`config.mk`:
```
export PLATFORM = sky130hd
export DESIGN_NAME = gb_serial_link
export DESIGN_NICKNAME = d
export VERILOG_FILES = /design/src/rtl/gb_serial_link_pkg.sv /design/src/rtl/gb_serial_link_sync2.sv /design/src/rtl/gb_serial_link.sv
export SDC_FILE = /design/constraint.sdc
export NUM_CORES = 1
export LEC_CHECK = 0
export BUFFER_PORTS_ARGS = -buffer_cell sky130_fd_sc_hd__buf_2
export CORE_MARGIN = 5
export CORE_UTILIZATION = 55
export DETAILED_ROUTE_END_ITERATION = 12
export PLACE_DENSITY = 0.9
export SYNTH_ARGS = -nofsm -noshare
export SYNTH_HDL_FRONTEND = slang
export SYNTH_SLANG_ARGS = --single-unit
```
`constraint.sdc`:
```
create_clock -name clk -period 3.8 [get_ports clk]
set_input_delay 0.76 -clock clk [delete_from_list [all_inputs] [get_ports clk]]
set_output_delay 0.76 -clock clk [all_outputs]
set_load 0.005 [all_outputs]
```
`src/rtl/gb_serial_link_pkg.sv`:
```
// Shared definitions for the serial link port: FSM encoding, SC bit layout and
// default register addresses.
package gb_serial_link_pkg;

    typedef logic [1:0] serial_state_t;

    localparam serial_state_t IDLE = 2'd0;
    localparam serial_state_t LOW  = 2'd1;
    localparam serial_state_t HIGH = 2'd2;
    localparam serial_state_t EXT  = 2'd3;

    localparam int unsigned SC_START  = 7;
    localparam int unsigned SC_CLKSEL = 0;

    localparam logic [15:0] DEFAULT_ADDR_SB = 16'hFF01;
    localparam logic [15:0] DEFAULT_ADDR_SC = 16'hFF02;

endpackage

```
`src/rtl/gb_serial_link_sync2.sv`:
```
// Two-flop synchronizer for asynchronous link inputs; resets to the idle-high
// line level.
module gb_serial_link_sync2 (
    input  logic clk,
    input  logic rst,
    input  logic d,
    output logic q
);

    logic meta_q;

    always_ff @(posedge clk or negedge rst) begin
        if (!rst) begin
            meta_q <= 1'b1;
            q      <= 1'b1;
        end else begin
            meta_q <= d;
            q      <= meta_q;
        end
    end

endmodule

```
`src/rtl/gb_serial_link.sv`:
```
// Serial link port (SB/SC): shifts a byte out on sout while shifting one in from
// sin, clocked internally at CLK_DIV or by the external link clock.
module gb_serial_link
    import gb_serial_link_pkg::*;
#(
    parameter int unsigned CLK_DIV = 512,
    parameter logic [15:0] ADDR_SB = DEFAULT_ADDR_SB,
    parameter logic [15:0] ADDR_SC = DEFAULT_ADDR_SC
) (
    input  logic        clk,
    input  logic        rst,
    input  logic [15:0] addr,
    input  logic        wr_en,
    input  logic        rd_en,
    input  logic [7:0]  wdata,
    output logic [7:0]  rdata,
    output logic        sel,
    input  logic        sin,
    input  logic        sclk_in,
    output logic        sout,
    output logic        sclk_out,
    output logic        sclk_oe,
    output logic        irq_serial
);

    localparam int unsigned HALF  = CLK_DIV / 2;
    localparam int unsigned DIV_W = (HALF > 1) ? $clog2(HALF) : 1;
    localparam logic [DIV_W-1:0] DIV_LAST = DIV_W'(HALF - 1);

    serial_state_t    state_q, state_d;
    logic [DIV_W-1:0] div_q, div_d;
    logic [3:0]       bit_cnt_q, bit_cnt_d;
    logic [7:0]       sb_q, sb_d;
    logic             clksel_q, clksel_d;
    logic             sout_q, sout_d;
    logic             irq_q, irq_d;
    logic             sclk_prev_q;

    logic sin_sync, sclk_sync;

    gb_serial_link_sync2 u_sync_sin (
        .clk (clk),
        .rst (rst),
        .d   (sin),
        .q   (sin_sync)
    );

    gb_serial_link_sync2 u_sync_sclk (
        .clk (clk),
        .rst (rst),
        .d   (sclk_in),
        .q   (sclk_sync)
    );

    logic hit_sb, hit_sc, sb_wr, sc_wr, busy, sclk_rise, sclk_fall;
    logic [7:0] sc_rd;

    assign hit_sb    = (addr == ADDR_SB);
    assign hit_sc    = (addr == ADDR_SC);
    assign sel       = hit_sb | hit_sc;
    assign sb_wr     = wr_en & hit_sb;
    assign sc_wr     = wr_en & hit_sc;
    assign busy      = (state_q != IDLE);
    assign sclk_rise = sclk_sync & ~sclk_prev_q;
    assign sclk_fall = ~sclk_sync & sclk_prev_q;

    always_comb begin
        sc_rd            = 8'h7E;
        sc_rd[SC_START]  = busy;
        sc_rd[SC_CLKSEL] = clksel_q;
        rdata            = 8'hFF;
        if (rd_en && hit_sb) begin
            rdata = sb_q;
        end else if (rd_en && hit_sc) begin
            rdata = sc_rd;
        end
    end

    always_comb begin
        state_d   = state_q;
        div_d     = div_q;
        bit_cnt_d = bit_cnt_q;
        sb_d      = sb_q;
        sout_d    = sout_q;
        clksel_d  = clksel_q;
        irq_d     = 1'b0;

        case (state_q)
            IDLE: begin
                if (sc_wr && wdata[SC_START]) begin
                    sout_d  = sb_q[7];
                    state_d = wdata[SC_CLKSEL] ? LOW : EXT;
                end
            end
            LOW: begin
                if (div_q == DIV_LAST) begin
                    div_d     = '0;
                    state_d   = HIGH;
                    sb_d      = {sb_q[6:0], sin_sync};
                    bit_cnt_d = bit_cnt_q + 4'd1;
                end else begin
                    div_d = div_q + DIV_W'(1);
                end
            end
            HIGH: begin
                if (div_q == DIV_LAST) begin
                    div_d = '0;
                    if (bit_cnt_q == 4'd8) begin
                        state_d   = IDLE;
                        bit_cnt_d = '0;
                        irq_d     = 1'b1;
                    end else begin
                        // A clksel change made mid-byte takes effect here.
                        state_d = clksel_q ? LOW : EXT;
                        sout_d  = sb_q[7];
                    end
                end else begin
                    div_d = div_q + DIV_W'(1);
                end
            end
            EXT: begin
                if (sclk_fall) begin
                    sout_d = sb_q[7];
                end
                if (sclk_rise) begin
                    sb_d      = {sb_q[6:0], sin_sync};
                    bit_cnt_d = bit_cnt_q + 4'd1;
                    if (bit_cnt_q == 4'd7) begin
                        state_d   = IDLE;
                        bit_cnt_d = '0;
                        irq_d     = 1'b1;
                    end else if (clksel_q) begin
                        state_d = LOW;
                        div_d   = '0;
                        sout_d  = sb_q[6];
                    end
                end
            end
            default: state_d = IDLE;
        endcase

        if (sb_wr && !busy) begin
            sb_d = wdata;
        end
        if (sc_wr) begin
            clksel_d = wdata[SC_CLKSEL];
            // Abort: drop any progress made this cycle and keep the partial shift.
            if (!wdata[SC_START] && busy) begin
                state_d   = IDLE;
                bit_cnt_d = '0;
                div_d     = '0;
                sb_d      = sb_q;
                sout_d    = sout_q;
                irq_d     = 1'b0;
            end
        end
    end

    always_ff @(posedge clk or negedge rst) begin
        if (!rst) begin
            state_q     <= IDLE;
            div_q       <= '0;
            bit_cnt_q   <= '0;
            sb_q        <= 8'h00;
            clksel_q    <= 1'b0;
            sout_q      <= 1'b1;
            irq_q       <= 1'b0;
            sclk_prev_q <= 1'b1;
        end else begin
            state_q     <= state_d;
            div_q       <= div_d;
            bit_cnt_q   <= bit_cnt_d;
            sb_q        <= sb_d;
            clksel_q    <= clksel_d;
            sout_q      <= sout_d;
            irq_q       <= irq_d;
            sclk_prev_q <= sclk_sync;
        end
    end

    assign sout       = sout_q;
    assign sclk_out   = (state_q != LOW);
    assign sclk_oe    = clksel_q;
    assign irq_serial = irq_q;

endmodule

```
[Word level (Yosys, flattened, before mapping)]
Index checks and enable logic that the tools add are counted.
Storage, ports and cells
  bits in registers: 30
  input port bits: 30
  logic and storage cells: 93
Cells by class
  add/sub/neg operators: 2
  eq/ne operators: 10
  multiplexer cells: 52
  bitwise operators: 7
  reduce and logical (&&, ||, !) cells: 10
Operators by type and width (number)
  8-bit two-way mux: 13
  16-bit == test (second input constant): 2
  8-bit case mux with 2 select lines: 2
  4-bit two-way mux: 7
  2-bit two-way mux: 11
  1-bit two-way mux: 15
  4-bit case mux with 3 select lines: 1
  8-bit by 1-bit adder with 8-bit output (second input constant): 1
  8-bit == test (second input constant): 1
  2-bit case mux with 4 select lines: 1
  1-bit logical AND: 5
  4-bit by 1-bit adder with 4-bit output (second input constant): 1
  1-bit bitwise AND: 4
  2-bit == test (second input constant): 2
  4-bit by 3-bit == test with 1-bit output (second input constant): 1
  4-bit == test (second input constant): 1
  1-bit case mux with 3 select lines: 1
  2-bit by 1-bit == test with 1-bit output (second input constant): 1
  1-bit logical NOT: 2
  2-bit logical NOT: 1
  2-bit by 1-bit != test with 1-bit output (second input constant): 1
  2-bit != test (second input constant): 1
  1-bit inverter: 2
  1-bit case mux with 2 select lines: 1
  3 further kinds: 3

[Longest topological paths before layout]
Gate-level depths: netlist of the first run.
  depth after elaboration: 9
  depth in mapped cells: 9
  gate-level depth less buffers: 7

[Hierarchy]
From an unflattened synthesis of the first run, not the netlist that was laid out.
Unflattened totals
  cells, all modules: 193
  area total of the unflattened synthesis: 1950.6 µm²
By module, submodules not included
  gb_serial_link: times used 1, cells each 189, area an instance 1845.5 µm²
  gb_serial_link_sync2: times used 2, cells each 2, area an instance 52.6 µm²

[Least setup slack after synthesis of the first run]
No wires, ideal clock.
  path kind: input port to output port
  start: in addr[7]
  end: out rdata[1]
  arrival time: 1.737 ns
  data required time: 3.040 ns
  path slack: 1.303 ns
  cell stages on the path: 4
  path buffers: 0
  path through: nand4bb_4 -> nor3_1 -> nand2_1 -> or3_1
Between the ends
  word-level cells in the longest chain between the ends: 3
RTL lines
  start, declared: line gb_serial_link.sv:12  | input logic [15:0] addr,
  16-bit == test: line gb_serial_link.sv:58  | assign hit_sb = (addr == ADDR_SB);
  1-bit logical AND: line gb_serial_link.sv:72  | if (rd_en && hit_sb) begin
  8-bit two-way mux: line gb_serial_link.sv:72
  end, declared: line gb_serial_link.sv:16  | output logic [7:0] rdata,
No other way between the ends.

[Worst setup path in the final report of the first run]
  start: in addr[6]
  end: out rdata[1]
The elaborated chain is that of the path after synthesis.

==> run summary, run 1 <==
Tcrit/Tclk final: 0.766
Chip Height: 69.9 um
HP Start: u_sync_sclk.meta_q
Post-synth top flop: dfrtp_1
Sink Count: 30
CTS Buf Count: 5
Yosys Warn Count: 0
CTS Root Cell: clkbuf_4
Placed cell count: 284
Largest net degree at the start of global routing: 31
Hold EP: u_sync_sclk.q
Chip width: 69.9 um
Max Transition Viols Final: 0
# IOs: 43
Worst-path clk slew: 100 ps
Synthesized netlist net count: 237
Post-layout minimum cycle time: 2910 ps
Global-route wire length before repair: 7600 um
P_sw: 0.368 mW
Clk_lat worst skew: 340 ps
CTS tree: done
Asr flop ratio synth: 1.00
Number of cells on the worst reg-to-reg path: 6
Switching Fraction: 0.315
Worst flop-to-flop path startpoint: state_q[0]
I/O Buffers: 42
Vias in the first global route: 1690
Reg2Reg Setup Slack: 1450 ps
Detailed placement HPWL: 3300 um
Number of synthesized flops with an enable pin: 0
Drt pass-1 iters: 4
Seq pwr share: 0.381
Number of synthesized register bits: 30
Synth Cell Area: 1970 sq um
WL/cell: 15.6 um
RR Endpoint: sout
Synth-to-Final Area Change: 18.4%
Max_cap viols: 0
Synth Instances: 200
Starting Density: 0.577
Final net count: 282
VDD IR-drop max: 358 uV
Synth cell types: 49
Total grt overflow: 0
Initial antenna violation count: 0
Crit path max fanout: 6
Drt via density: 5.97
Final ANT Viol Nets: 0
Hold Path Class: register to register
Clock buffer depth: 2
Fmax: 343 MHz
CP endpoint kind: primary output
Clk pwr share: 0.295
Layout cells sized above 1: 0.346
Via count: 1743
Total Wirelength: 4550 um
Final hold viol count: 0
Avg Cell Area, Syn: 9.86 sq um
Resized Gates After CTS: 0
Post-CTS setup buffer count: 0
Die footprint: 4880 sq um
Kind of critical path: primary input to primary output
Cell Count, Final, Fillers Out: 292
Actual slew at the worst max-slew pin: 761 ps
Final TNS setup: 0 ps
Startpoint Class: primary input
Row cnt: 21
Slew headroom: 0.489
DR iter-0 viols: 145
Worst EP required: 3040 ps
Fin Clk Skew: 7.80 ps
Unrepaired setup endpoints after global routing: no
H-tree depth: 2
Register area share after synthesis: 0.385
Drt drc: 0
Pleak: 0.985 nW
Design Area, Final: 2330 sq um
Core Area: 3420 sq um
WP data arrival: 2150 ps
Post-CTS Hold Fix Bufs: 0
Int Pwr: 0.799 mW
Status: complete, no violations
Placed cell area: 2220 sq um
Inserted Diodes: 0
Final Wtd Congestion: 0.903
Combinational power share: 0.324
Pwr per Cell Area: 500 nW/um^2
GRT Overall Usage: 0.190
# setup viols final: 0
Worst hold stages: 0
==> registers in the layout, indices dropped and copies added (netlist names), 2 cells and up <==
| name | cells |
|---|---|
| sb_q | 8 |
| div_q | 8 |
| bit_cnt_q | 4 |
| state_q | 2 |
==> layout by cell type, fill, tap and decap left out, drive strengths merged, types with 4 or more instances in the layout <==
master   n
mux2    19
o211ai   4
dfrtp   24
nand3b   7
nor3     5
and3     4
nand3    8
dfstp    6
or3     10
nor2    13
clkbuf   6
a21oi   12
inv     11
nand4    4
a31oi    5
o21ai   16
nand2   11
buf     42
ha       7
==> power by group through the flow <==
| stage | registers [mW] | clock network, mW | logic [mW] |
|---|---|---|---|
| finish | 0.445 | 0.345 | 0.378 |
| global route | 0.457 | 0.359 | 0.421 |
| CTS | 0.445 | 0.346 | 0.379 |
| detailed placement | 0.451 | 0 | 0.376 |
| global placement | 0.449 | 0 | 0.365 |
| floorplan | 0.434 | 0 | 0.288 |
==> final cells by class <==
cell class	instances	area [sq um]
multi-input cells	155	1160
fillers	288	1080
flip-flops and latches	30	758
repair buffers	42	210
clock inverters	2	60.1
well taps	46	57.6
clock buffers	6	51.3
inverters	11	41.3
==> per-stage QoR <==
stage           util  hold slack (ps)  worst slack [ps]  power (mW)
6_report       0.684              360               888        1.17
5_1_grt        0.684              368               735        1.24
4_1_cts        0.684              362               891        1.17
3_5_place_dp   0.651              347               904       0.827
3_3_place_gp   0.651              345               957       0.815
2_1_floorplan      -              345              1300       0.721
==> critical path, stage by stage <==
cell	delay, ps
buf_2	90
nand4bb_1	290
nor3_1	340
nand2_1	190
or3_1	340
buf_2	140
==> worst max-delay path by stage <==
stage | cells past startpoint | end | start | slack, ps
2_1_floorplan | 4 | rdata[1] | addr[7] | 1300
4_1_cts | 6 | rdata[1] | addr[6] | 890
3_5_place_dp | 6 | rdata[1] | addr[6] | 900
3_3_place_gp | 6 | rdata[6] | addr[6] | 960
6_report | 6 | rdata[1] | addr[6] | 890
5_1_grt | 6 | rdata[7] | state_q[1] | 740
==> cell families (layout without fill, tap and decap cells) <==
kind of cell / after synthesis / after routing / synth area share
and+or+nand+nor: 74 / 74 / 0.249
DFF: 30 / 30 / 0.385
AOI/OAI and AO/OA: 53 / 53 / 0.175
muxes: 20 / 20 / 0.114
buffers and inverters: 15 / 61 / 0.0292
xor gates and xnor gates: 1 / 1 / 0.00444
adders and majority gates: 7 / 7 / 0.0444
==> metal layers <==
metal / GRT usage / up-vias / wire length, um
li1: - / 841 / -
met1: 0.237 / 831 / 1950
met2: 0.311 / 62 / 2200
met3: 0.0646 / 9 / 330
met4: 0.0596 / 0 / 65
met5: 0 / - / 0
==> cell usage after synthesis (2+ instances only) <==
| library cell | instances | area [sq um] |
|---|---|---|
| dfrtp_1 | 24 | 601 |
| clkbuf_1 | 3 | 11.3 |
| nor3_1 | 4 | 20.0 |
| ha_1 | 7 | 87.6 |
| nand2b_1 | 2 | 12.5 |
| a31oi_1 | 5 | 31.3 |
| nand3b_1 | 7 | 52.6 |
| nand4_1 | 3 | 18.8 |
| nand2_1 | 11 | 41.3 |
| or3_1 | 9 | 56.3 |
| o22ai_1 | 2 | 12.5 |
| and2_1 | 2 | 12.5 |
| a31o_2 | 2 | 17.5 |
| o211ai_1 | 4 | 30.0 |
| dfstp_2 | 6 | 158 |
| nor2_1 | 13 | 48.8 |
| inv_1 | 11 | 41.3 |
| nor4b_2 | 2 | 30.0 |
| o21ai_0 | 15 | 75.1 |
| a21oi_1 | 11 | 55.1 |
| nand3_1 | 8 | 40.0 |
| mux2_2 | 19 | 214 |
| and3_1 | 4 | 25.0 |
Note: power is estimated with default switching activity, not from simulation.
==> inputs of run 2 (changes only) <==
--- a/config.mk
+++ b/config.mk
@@ -7,9 +7,9 @@
 export LEC_CHECK = 0
 export BUFFER_PORTS_ARGS = -buffer_cell sky130_fd_sc_hd__buf_2
 export CORE_MARGIN = 5
-export CORE_UTILIZATION = 55
+export CORE_UTILIZATION = 49
 export DETAILED_ROUTE_END_ITERATION = 12
-export PLACE_DENSITY = 0.9
+export PLACE_DENSITY = 0.85
 export SYNTH_ARGS = -nofsm -noshare
 export SYNTH_HDL_FRONTEND = slang
 export SYNTH_SLANG_ARGS = --single-unit
==> constraint.sdc (replaced) <==
create_clock -name clk -period 2.45 [get_ports clk]
set_input_delay 0.49 -clock clk [delete_from_list [all_inputs] [get_ports clk]]
set_output_delay 0.49 -clock clk [all_outputs]
set_load 0.005 [all_outputs]
==> run 2 against run 1 <==
Compared with the run above: non-clock buffer count up 7; via count up 2.4%; first-iteration DRC count down 4.8%; wire length up 8.1%; sequential power up 56%; clock skew up 5.7 ps; count of clock-buffer cells in the layout unchanged; sequential cell count unchanged; critical path type unchanged; critical path depth unchanged; core utilization down 8.0 points; global-route usage up 1.2 points; register-to-register slack worse by 1200 ps.
==> run summary, run 2 (synthesis results as in run 1) <==
Drt drc: 0 (unchanged)
Sink Count: 30 (unchanged)
Status: complete, no violations (unchanged)
CTS Root Cell: clkbuf_8 (was clkbuf_4)
# IOs: 43 (unchanged)
Final ANT Viol Nets: 0 (unchanged)
Hold Path Class: primary input to asynchronous set/reset pin (was register to register)
WP data arrival: 1820 ps (was 2150 ps)
Starting Density: 0.500 (was 0.577)
CTS tree: done (unchanged)
Crit path to: rdata[2] (was rdata[1])
Worst EP required: 1960 ps (was 3040 ps)
Via count: 1784 (was 1743)
Pwr per Cell Area: 735 nW/um^2 (was 500 nW/um^2)
GRT Overall Usage: 0.203 (was 0.190)
Drt pass-1 iters: 4 (unchanged)
Fin Clk Skew: 13.5 ps (was 7.80 ps)
Die footprint: 5390 sq um (was 4880 sq um)
Most frequent cells in the layout: 42 x buf_2, 24 x dfrtp_1, 19 x mux2_2, 15 x o21ai_0, 13 x nor2_1 (unchanged)
Final net count: 289 (was 282)
Slew headroom: 0.548 (was 0.489)
Clk_lat worst skew: 300 ps (was 340 ps)
Chip Height: 73.4 um (was 69.9 um)
Setup Slack @ Placement: 172 ps (was 904 ps)
Most common cell after layout, fill and taps aside: buf_2 (unchanged)
VDD IR-drop max: 467 uV (was 358 uV)
Post-layout minimum cycle time: 2310 ps
Vias in the first global route: 1894 (was 1690)
Kind of critical path: primary input to primary output (unchanged)
Setup crit start: addr[6] (unchanged)
I/O Buffers: 42 (unchanged)
Row cnt: 23 (was 21)
Core Area: 3940 sq um (was 3420 sq um)
Clock buffer depth: 2 (unchanged)
Largest net degree at the start of global routing: 31 (unchanged)
Global-route wire length before repair: 8410 um (was 7600 um)
Layout cells sized above 1: 0.368 (was 0.346)
Drt via density: 5.89 (was 5.97)
Total Wirelength: 4920 um (was 4550 um)
RR Endpoint: sb_q[0] (was sout)
DR iter-0 viols: 138 (was 145)
CP endpoint kind: primary output (unchanged)
Crit path max fanout: 6 (unchanged)
# setup viols final: 0 (unchanged)
Fmax: 432 MHz
Total grt overflow: 0 (unchanged)
CTS Buf Count: 5 (unchanged)
Final TNS setup: 0 ps (unchanged)
Setup ws final: 137 ps (was 888 ps)
Max Transition Viols Final: 0 (unchanged)
Worst flop-to-flop path startpoint: div_q[0] (was state_q[0])
Unrepaired setup endpoints after global routing: no (unchanged)
Max_cap viols: 0 (unchanged)
Detailed placement HPWL: 3640 um (was 3300 um)
Reg2Reg Setup Slack: 280 ps (was 1450 ps)
Regs by FF count: div_q x8, sb_q x8, bit_cnt_q x4 (unchanged)
Worst-path clk slew: 80 ps (was 100 ps)
Tcrit/Tclk final: 0.944
Final hold viol count: 0 (unchanged)
Actual slew at the worst max-slew pin: 678 ps (was 761 ps)
Final Wtd Congestion: 0.928 (was 0.903)
Startpoint Class: primary input (unchanged)
WL/cell: 16.2 um (was 15.6 um)
Number of cells on the worst reg-to-reg path: 6 (unchanged)
Synth-to-Final Area Change: 20.6% (was 18.4%)
Post-CTS Hold Fix Bufs: 0 (unchanged)
H-tree depth: 2 (unchanged)
Initial antenna violation count: 0 (unchanged)
Chip width: 73.4 um (was 69.9 um)
Pleak: 1.01 nW (was 0.985 nW)
Inserted Diodes: 0 (unchanged)
-- run 2: cell count changes in the layout (fill, tap and decap cells not counted) --
cell | previous run | this run
buf_4 | 0 | 7
clkbuf_4 | 5 | 0
clkinvlp_4 | 0 | 1
clkinv_2 | 0 | 1
bufinv_16 | 2 | 0
clkbuf_8 | 1 | 6
ha_2 | 0 | 1
ha_1 | 7 | 6
-- run 2: repair_timing --
action,CTS,global route
resized for setup,0,1
endpoints found under the setup margin,0,1
setup buffers,0,0
-- run 2: cell type report --
cell class / count / area (sq um)
inverter: 11 / 41.3
fill: 317 / 1560
timing repair buffer: 49 / 263
sequential: 30 / 758
tap: 50 / 62.6
clock buffer: 6 / 82.6
multi-input combinational: 155 / 1160
clock inverter: 2 / 12.5
-- run 2: critical path: stages --
cell and delay [ps]:
buf_2 90, nand4bb_1 270, nor3_1 300, nand2_1 180, or3_1 340, buf_2 140
-- run 2: per-stage QoR --
step / cell area (sq um) / utilization / instances / total power, mW / hold slack (ps)
after global routing: 2380 / 0.603 / 303 / 1.85 / 283
after CTS: 2380 / 0.603 / 303 / 1.75 / 242
after global placement: 2280 / 0.579 / 295 / 1.29 / 346
after floorplan: 1970 / - / 200 / 1.12 / 194
final: 2380 / 0.603 / 303 / 1.75 / 220
after detailed placement: 2280 / 0.579 / 295 / 1.32 / 347
-- run 2: power by group --
part / switching (mW) / internal, mW / total, mW / leakage, nW
registers: 0.0871 / 0.608 / 0.695 / 0.380
clock network: 0.202 / 0.225 / 0.428 / 0.0472
logic: 0.314 / 0.312 / 0.626 / 0.581
total: 0.603 / 1.14 / 1.75 / 1.01
-- run 2: worst min path at each step --
stage / startpoint / slack (ps) / endpoint / cells past startpoint
2_1_floorplan: rst / 190 / bit_cnt_q[0] / 0
3_3_place_gp: u_sync_sclk.meta_q / 350 / u_sync_sclk.q / 0
3_5_place_dp: u_sync_sin.meta_q / 350 / u_sync_sin.q / 0
4_1_cts: rst / 240 / div_q[6] / 1
5_1_grt: rst / 280 / div_q[4] / 1
6_report: rst / 220 / div_q[5] / 1
-- run 2: routing by layer --
| metal | routed length [um] | part of all wire | up-vias | GRT usage |
|---|---|---|---|---|
| li1 | - | - | 856 | - |
| met1 | 1950 | 0.40 | 850 | 0.233 |
| met2 | 2480 | 0.50 | 66 | 0.345 |
| met3 | 362 | 0.074 | 12 | 0.0588 |
| met4 | 125 | 0.025 | 0 | 0.0966 |
| met5 | 0 | 0 | - | 0 |
